$ cat config.mk
export PLATFORM = sky130hd
export DESIGN_NAME = ctr_unit_mc
export DESIGN_NICKNAME = d
export VERILOG_FILES = /design/src/rtl/ctr_mc_pkg.sv /design/src/rtl/ctr_decode.sv /design/src/rtl/ctr_unit_mc.sv
export SDC_FILE = /design/constraint.sdc
export NUM_CORES = 1
export LEC_CHECK = 0
export ABC_AREA = 0
export CAP_MARGIN = 15
export CORE_MARGIN = 3
export CORE_UTILIZATION = 39
export CTS_BUF_LIST = sky130_fd_sc_hd__clkbuf_4 sky130_fd_sc_hd__clkbuf_8
export DETAILED_ROUTE_END_ITERATION = 10
export PLACE_DENSITY = 0.7
export SETUP_SLACK_MARGIN = 0.15
export SLEW_MARGIN = 0
export SYNTH_ARGS = -nofsm -noshare
export SYNTH_HDL_FRONTEND = slang
export SYNTH_SLANG_ARGS = --single-unit
export TNS_END_PERCENT = 100
$ cat constraint.sdc
create_clock -name clk -period 3.1 [get_ports clk]
set_clock_uncertainty 0.05 [all_clocks]
set_input_delay 0.31 -clock clk [delete_from_list [all_inputs] [get_ports clk]]
set_output_delay 0.31 -clock clk [all_outputs]
set_load 0.1 [all_outputs]
$ cat src/rtl/ctr_mc_pkg.sv
// Shared types and constants for the multicycle MIPS control unit.
package ctr_mc_pkg;

    typedef enum logic [3:0] {
        FETCH    = 4'd0,
        DECODE   = 4'd1,
        EXEC_R   = 4'd2,
        EXEC_I   = 4'd3,
        MEM_ADDR = 4'd4,
        MEM_RD   = 4'd5,
        MEM_WR   = 4'd6,
        WB_ALU   = 4'd7,
        WB_MEM   = 4'd8,
        BRANCH   = 4'd9,
        JUMP     = 4'd10,
        JR       = 4'd11,
        COP0     = 4'd12,
        HALT     = 4'd13
    } state_e;

    typedef enum logic [3:0] {
        CLS_R, CLS_JR, CLS_SYSCALL, CLS_LW, CLS_SW, CLS_IMM,
        CLS_BEQ, CLS_BNE, CLS_J, CLS_JAL, CLS_COP0, CLS_ILLEGAL
    } cls_e;

    localparam logic [5:0] OP_RTYPE = 6'b000000;
    localparam logic [5:0] OP_LW    = 6'b100011;
    localparam logic [5:0] OP_SW    = 6'b101011;
    localparam logic [5:0] OP_ADDI  = 6'b001000;
    localparam logic [5:0] OP_ANDI  = 6'b001100;
    localparam logic [5:0] OP_ORI   = 6'b001101;
    localparam logic [5:0] OP_LUI   = 6'b001111;
    localparam logic [5:0] OP_BEQ   = 6'b000100;
    localparam logic [5:0] OP_BNE   = 6'b000101;
    localparam logic [5:0] OP_J     = 6'b000010;
    localparam logic [5:0] OP_JAL   = 6'b000011;
    localparam logic [5:0] OP_COP0  = 6'b010000;

    localparam logic [5:0] FN_JR      = 6'b001000;
    localparam logic [5:0] FN_SYSCALL = 6'b001100;

    localparam logic [3:0] ALU_ADD   = 4'd0;
    localparam logic [3:0] ALU_SUB   = 4'd1;
    localparam logic [3:0] ALU_AND   = 4'd2;
    localparam logic [3:0] ALU_OR    = 4'd3;
    localparam logic [3:0] ALU_LUI   = 4'd4;
    localparam logic [3:0] ALU_FUNCT = 4'd5;

    localparam int MEM_TIMEOUT_DEF = 16;
    localparam int WCNT_W          = 16;

    typedef struct packed {
        logic       pcwrite;
        logic       irwrite;
        logic       iord;
        logic       memread;
        logic       memwrite;
        logic       regwrite;
        logic       regdst;
        logic       memtoreg;
        logic       alusrc;
        logic       branch;
        logic       bneorbeq;
        logic       jump;
        logic       isjal;
        logic       isjr;
        logic       iscop0;
        logic       halt;
        logic [3:0] aluop;
    } ctl_t;

endpackage

$ cat src/rtl/ctr_decode.sv
// Combinational opcode/funct classifier and ALU-operation lookup.
module ctr_decode
    import ctr_mc_pkg::*;
#(
    parameter int HAS_COP0 = 1
) (
    input  logic [5:0] op,
    input  logic [5:0] func,
    output cls_e       cls,
    output logic [3:0] aluop
);

    always_comb begin
        cls   = CLS_ILLEGAL;
        aluop = ALU_ADD;
        case (op)
            OP_RTYPE: begin
                if (func == FN_JR) begin
                    cls = CLS_JR;
                end else if (func == FN_SYSCALL) begin
                    cls = CLS_SYSCALL;
                end else begin
                    cls   = CLS_R;
                    aluop = ALU_FUNCT;
                end
            end
            OP_LW:   cls = CLS_LW;
            OP_SW:   cls = CLS_SW;
            OP_ADDI: cls = CLS_IMM;
            OP_ANDI: begin cls = CLS_IMM; aluop = ALU_AND; end
            OP_ORI:  begin cls = CLS_IMM; aluop = ALU_OR;  end
            OP_LUI:  begin cls = CLS_IMM; aluop = ALU_LUI; end
            OP_BEQ:  begin cls = CLS_BEQ; aluop = ALU_SUB; end
            OP_BNE:  begin cls = CLS_BNE; aluop = ALU_SUB; end
            OP_J:    cls = CLS_J;
            OP_JAL:  cls = CLS_JAL;
            OP_COP0: if (HAS_COP0 != 0) cls = CLS_COP0;
            default: cls = CLS_ILLEGAL;
        endcase
    end

endmodule

$ cat src/rtl/ctr_unit_mc.sv
// Multicycle MIPS control FSM with bounded memory waits and sticky halt.
module ctr_unit_mc
    import ctr_mc_pkg::*;
#(
    parameter int MEM_TIMEOUT = MEM_TIMEOUT_DEF,
    parameter int HAS_COP0    = 1
) (
    input  logic       clk,
    input  logic       rst,
    input  logic [5:0] op,
    input  logic [5:0] func,
    input  logic       mem_ready,
    output logic       pcwrite,
    output logic       irwrite,
    output logic       iord,
    output logic       memread,
    output logic       memwrite,
    output logic       regwrite,
    output logic       regdst,
    output logic       memtoreg,
    output logic       alusrc,
    output logic       branch,
    output logic       bneorbeq,
    output logic       jump,
    output logic       isjal,
    output logic       isjr,
    output logic       iscop0,
    output logic [3:0] aluop,
    output logic       halt,
    output logic       mem_timeout,
    output logic [3:0] state
);

    localparam logic [WCNT_W-1:0] TO_LIMIT = WCNT_W'(MEM_TIMEOUT);
    localparam logic [WCNT_W-1:0] WCNT_ONE = WCNT_W'(1);

    state_e             state_q, state_d;
    logic [WCNT_W-1:0]  wcnt_q, wcnt_d;
    logic               mem_to_q, mem_to_d;
    cls_e               cls;
    logic [3:0]         dec_aluop;
    logic               wait_st;
    logic               timeout;
    ctl_t               ctl, ctl_g;

    ctr_decode #(.HAS_COP0(HAS_COP0)) u_decode (
        .op    (op),
        .func  (func),
        .cls   (cls),
        .aluop (dec_aluop)
    );

    always_ff @(posedge clk) begin
        if (rst) begin
            state_q  <= FETCH;
            wcnt_q   <= '0;
            mem_to_q <= 1'b0;
        end else begin
            state_q  <= state_d;
            wcnt_q   <= wcnt_d;
            mem_to_q <= mem_to_d;
        end
    end

    // A completing access always beats the limit: timeout only fires on a not-ready cycle.
    always_comb begin
        wait_st  = (state_q == FETCH) || (state_q == MEM_RD) || (state_q == MEM_WR);
        timeout  = wait_st && !mem_ready && (MEM_TIMEOUT != 0) && ((wcnt_q + WCNT_ONE) == TO_LIMIT);
        wcnt_d   = '0;
        if (wait_st && !mem_ready && !timeout && (wcnt_q != '1)) begin
            wcnt_d = wcnt_q + WCNT_ONE;
        end
        mem_to_d = mem_to_q | timeout;
    end

    always_comb begin
        state_d   = state_q;
        ctl       = '0;
        ctl.aluop = ALU_ADD;
        case (state_q)
            FETCH: begin
                ctl.memread = 1'b1;
                if (timeout) begin
                    state_d = HALT;
                end else if (mem_ready) begin
                    ctl.irwrite = 1'b1;
                    ctl.pcwrite = 1'b1;
                    state_d     = DECODE;
                end
            end
            DECODE: begin
                case (cls)
                    CLS_R:            state_d = EXEC_R;
                    CLS_JR:           state_d = JR;
                    CLS_LW, CLS_SW:   state_d = MEM_ADDR;
                    CLS_IMM:          state_d = EXEC_I;
                    CLS_BEQ, CLS_BNE: state_d = BRANCH;
                    CLS_J, CLS_JAL:   state_d = JUMP;
                    CLS_COP0:         state_d = COP0;
                    default:          state_d = HALT;
                endcase
            end
            EXEC_R: begin
                ctl.aluop = dec_aluop;
                state_d   = WB_ALU;
            end
            EXEC_I: begin
                ctl.alusrc = 1'b1;
                ctl.aluop  = dec_aluop;
                state_d    = WB_ALU;
            end
            WB_ALU: begin
                ctl.regwrite = 1'b1;
                ctl.regdst   = (cls == CLS_R);
                state_d      = FETCH;
            end
            MEM_ADDR: begin
                ctl.alusrc = 1'b1;
                state_d    = (cls == CLS_LW) ? MEM_RD : MEM_WR;
            end
            MEM_RD: begin
                ctl.memread = 1'b1;
                ctl.iord    = 1'b1;
                if (timeout)        state_d = HALT;
                else if (mem_ready) state_d = WB_MEM;
            end
            WB_MEM: begin
                ctl.regwrite = 1'b1;
                ctl.memtoreg = 1'b1;
                state_d      = FETCH;
            end
            MEM_WR: begin
                ctl.memwrite = 1'b1;
                ctl.iord     = 1'b1;
                if (timeout)        state_d = HALT;
                else if (mem_ready) state_d = FETCH;
            end
            BRANCH: begin
                ctl.branch   = 1'b1;
                ctl.bneorbeq = (cls == CLS_BNE);
                ctl.aluop    = ALU_SUB;
                state_d      = FETCH;
            end
            JUMP: begin
                ctl.jump     = 1'b1;
                ctl.isjal    = (cls == CLS_JAL);
                ctl.regwrite = (cls == CLS_JAL);
                state_d      = FETCH;
            end
            JR: begin
                ctl.isjr    = 1'b1;
                ctl.pcwrite = 1'b1;
                state_d     = FETCH;
            end
            COP0: begin
                ctl.iscop0   = 1'b1;
                ctl.regwrite = 1'b1;
                state_d      = FETCH;
            end
            HALT: begin
                ctl.halt = 1'b1;
            end
            default: state_d = FETCH;
        endcase
    end

    // Reset blanks every output combinationally, not just from the next edge.
    assign ctl_g       = rst ? '0 : ctl;
    assign state       = rst ? 4'd0 : state_q;
    assign mem_timeout = ~rst & mem_to_q;
    assign pcwrite     = ctl_g.pcwrite;
    assign irwrite     = ctl_g.irwrite;
    assign iord        = ctl_g.iord;
    assign memread     = ctl_g.memread;
    assign memwrite    = ctl_g.memwrite;
    assign regwrite    = ctl_g.regwrite;
    assign regdst      = ctl_g.regdst;
    assign memtoreg    = ctl_g.memtoreg;
    assign alusrc      = ctl_g.alusrc;
    assign branch      = ctl_g.branch;
    assign bneorbeq    = ctl_g.bneorbeq;
    assign jump        = ctl_g.jump;
    assign isjal       = ctl_g.isjal;
    assign isjr        = ctl_g.isjr;
    assign iscop0      = ctl_g.iscop0;
    assign aluop       = ctl_g.aluop;
    assign halt        = ctl_g.halt;

endmodule

==> impl_metrics.json <==
{
  "diodes": 0,
  "report.final.slew_viol_count": 0,
  "synth_edf_count": 0,
  "synthToLayoutAreaGrowth_pct": 47.8,
  "clock_path_buffers": 2,
  "numCtsBuffers": 3,
  "clk_pin_slew_worst_paths_ns": 0.07,
  "dp_hpwl_mm": 3.80,
  "p_leak_uw": 0.000997,
  "remaining_drc_errors": 0,
  "rsz0062_at_grt": "yes",
  "place_congestion": 0.848,
  "status": "completed",
  "drt-total-wl_mm": 4.84,
  "drive_gt1_frac": 0.295,
  "grtUsageTotal": 0.176,
  "hold_viol": 0,
  "holdCritStartpoint": "wcnt_q[0]$_SDFF_PP0_",
  "path_cells": "clkdlybuf4s15_2, a21bo_2, a21oi_1, o21a_1, o22a_1, or3b_4, or3_4, nor4_4, buf_12",
  "yosysSeqAreaShare": 0.228,
  "synthCells": 256,
  "grt_pass1_wl_mm": 7.98,
  "ir_drop_uv": 334,
  "final_cell_area_um2": 2730,
  "syn_area_um2": 1850,
  "whs_path_depth": 1,
  "avgSynthCellArea_um2": 7.21,
  "io-pin-count": 40,
  "die_y_um": 74.8,
  "yosysWarnings": 0,
  "clockRootBuffer": "clkbuf_8",
  "initial_core_util": 0.412,
  "r2r-start": "state_q[2]$_SDFFE_PP0P_",
  "slew-limit-headroom": 0.596,
  "worstHoldPathType": "register to register",
  "min_to": "wcnt_q[0]$_SDFF_PP0_",
  "io_buffers": 38,
  "die_area_um2": 5590,
  "p_per_area_nw_per_um2": 474,
  "detailroute.via_count": 1996,
  "r2r_slack_ns": 0.76,
  "synthArstFlopShare": 0,
  "drt_iter0_markers": 120,
  "period_needed_ns": 2.86,
  "cp_slowest_cell": "or3_4",
  "htreeDepth": 1,
  "slowest_delay_ns": 0.45,
  "tritoncts": "done",
  "syn-num-nets": 274,
  "reg2reg_depth": 6,
  "fmax_mhz": 349,
  "dr.pass1.iters": 5,
  "core_area_um2": 4470,
  "dpl_cell_area_um2": 2640,
  "viasPerCell": 5.54,
  "cts_sinks": 21,
  "synth_cell_types": 61,
  "worst-setup-path-type": "primary input to primary output",
  "grt-ovfl-total": 0,
  "fp.dieW_um": 74.8,
  "tightest_slew_ns": 0.605,
  "crit_fanout": 6,
  "clk_latency_ns": 0.26,
  "setup_viol": 0,
  "critPathArrivalTime_ns": 2.50,
  "synthFlopType": "dfxtp_1",
  "num_rows": 24,
  "power_uw": 1290,
  "reg2reg_to": "wcnt_q[10]$_SDFF_PP0_",
  "wl_per_cell_um": 13.4,
  "fin_crit_sh": 0.924,
  "antenna_found_initial": 0,
  "ant_nets": 0,
  "grt_pass1_vias": 1743,
  "crit_required_ns": 2.74,
  "grt_start_max_net_pins": 21,
  "start_kind": "primary input",
  "cap_violations": 0,
  "postCtsHoldBufs": 0,
  "ys_ff_latch": 21,
  "critPathCaptureType": "primary output",
  "final_nets": 327
}
routing by layer:
layer  share of wire  track usage
met5               0            0
met4           0.014       0.0395
met3           0.043       0.0254
met2            0.49        0.303
met1            0.45        0.234
flip-flops by register name (all words and copies together) (netlist names):
signal,count
state_q,4
mem_to_q,1
wcnt_q,16
worst max path at each step:
stage,startpoint,to,slack (ns),cells after the start
floorplan,state_q[1]$_SDFFE_PP0P_,iscop0,-0.92,3
global placement,op[1],regdst,-0.08,9
detailed placement,op[1],regdst,-0.13,9
CTS,op[0],regdst,0.17,9
global route,op[2],regwrite,0.08,11
finish,op[1],regdst,0.24,9
through the flow:
step,instances,setup TNS [ns],util,hold WS [ns],setup slack [ns]
2_1_floorplan,256,-3.11,-,0.391,-0.924
6_report,360,0,0.610,0.431,0.236
3_3_place_gp,355,-0.0949,0.589,0.411,-0.0796
3_5_place_dp,355,-0.248,0.589,0.418,-0.127
4_1_cts,360,0,0.608,0.436,0.173
5_1_grt,360,0,0.610,0.456,0.0847
critical path: cells and delay by family:
kind	cells	cell delay, ns
AND/OR/NAND/NOR	3	1.06
buffers and inverters	2	0.45
AO/OA/AOI/OAI	4	0.68
where the power goes:
group / leakage (uW) / switching [uW] / internal [uW]
Sequential: 0.000170 / 66.9 / 293
Clock: 0.0000217 / 91.0 / 90.7
Combinational: 0.000806 / 496 / 253
placed cells by master (no fill, tap or decap), drive strengths merged, types with 4 or more instances in the layout:
cell type	synthesis	routed
o21ai	10	10
nor2b	8	8
nand3	12	12
nand4	6	6
a21oi	10	10
nor3	14	14
or3	5	5
inv	7	6
nand2	21	21
nor2	43	43
xnor2	6	6
a31oi	5	5
nand2b	4	4
clkdlybuf4s50	0	8
nor4	5	5
buf	5	50
dlygate4sd2	0	4
dfxtp	21	21
xor2	11	11
nand4b	5	5
or2	5	5
kinds of logic (layout without fill, tap and decap cells):
logic type                 Yosys count  after routing  share of synthesized area
other                                1              1                    0.00203
muxes                                1              1                    0.00542
adders and majority gates            3              3                     0.0203
and+or+nand+nor                    143            143                      0.428
xor gates and xnor gates            17             17                     0.0807
DFF                                 21             21                      0.228
buffers and inverters               24             76                     0.0569
AOI/OAI and AO/OA                   46             46                      0.178
cell usage after synthesis, drive strengths merged, types with 2 or more instances:
master  count  share of area
nand4       6          0.037
nor4        5          0.020
or3         5          0.020
buf         5          0.018
o21a        2         0.0081
clkbuf     11          0.022
ha          3          0.020
nand3      12          0.035
nor3b       2         0.0081
and2        3          0.011
nand4b      5          0.024
a31oi       5          0.017
nor2       43          0.087
inv         7          0.014
xor2       11          0.052
o22ai       3          0.010
a21oi      10          0.027
dfxtp      21           0.23
nor3       14          0.041
o21ai      10          0.027
xnor2       6          0.028
nor2b       8          0.027
and3        2         0.0068
nand3b      2         0.0081
nand2      21          0.043
nand2b      4          0.014
a21bo       2          0.011
or2         5          0.017
o21ba       2          0.011
final cells by class:
type	instances	area (um2)
repair buffers	64	703
clock inverters	1	7.51
well taps	52	65.1
flip-flops and latches	21	420
fillers	418	1750
inverters	8	33.8
multi-input cells	211	1460
clock buffers	3	41.3
repair_timing:
action	CTS	global route
endpoints found under the setup margin	5	2
resized for setup	15	4
pin swaps	3	1
buffers inserted	1	0
gates cloned	0	0
Note: power is estimated with default switching activity, not from simulation.
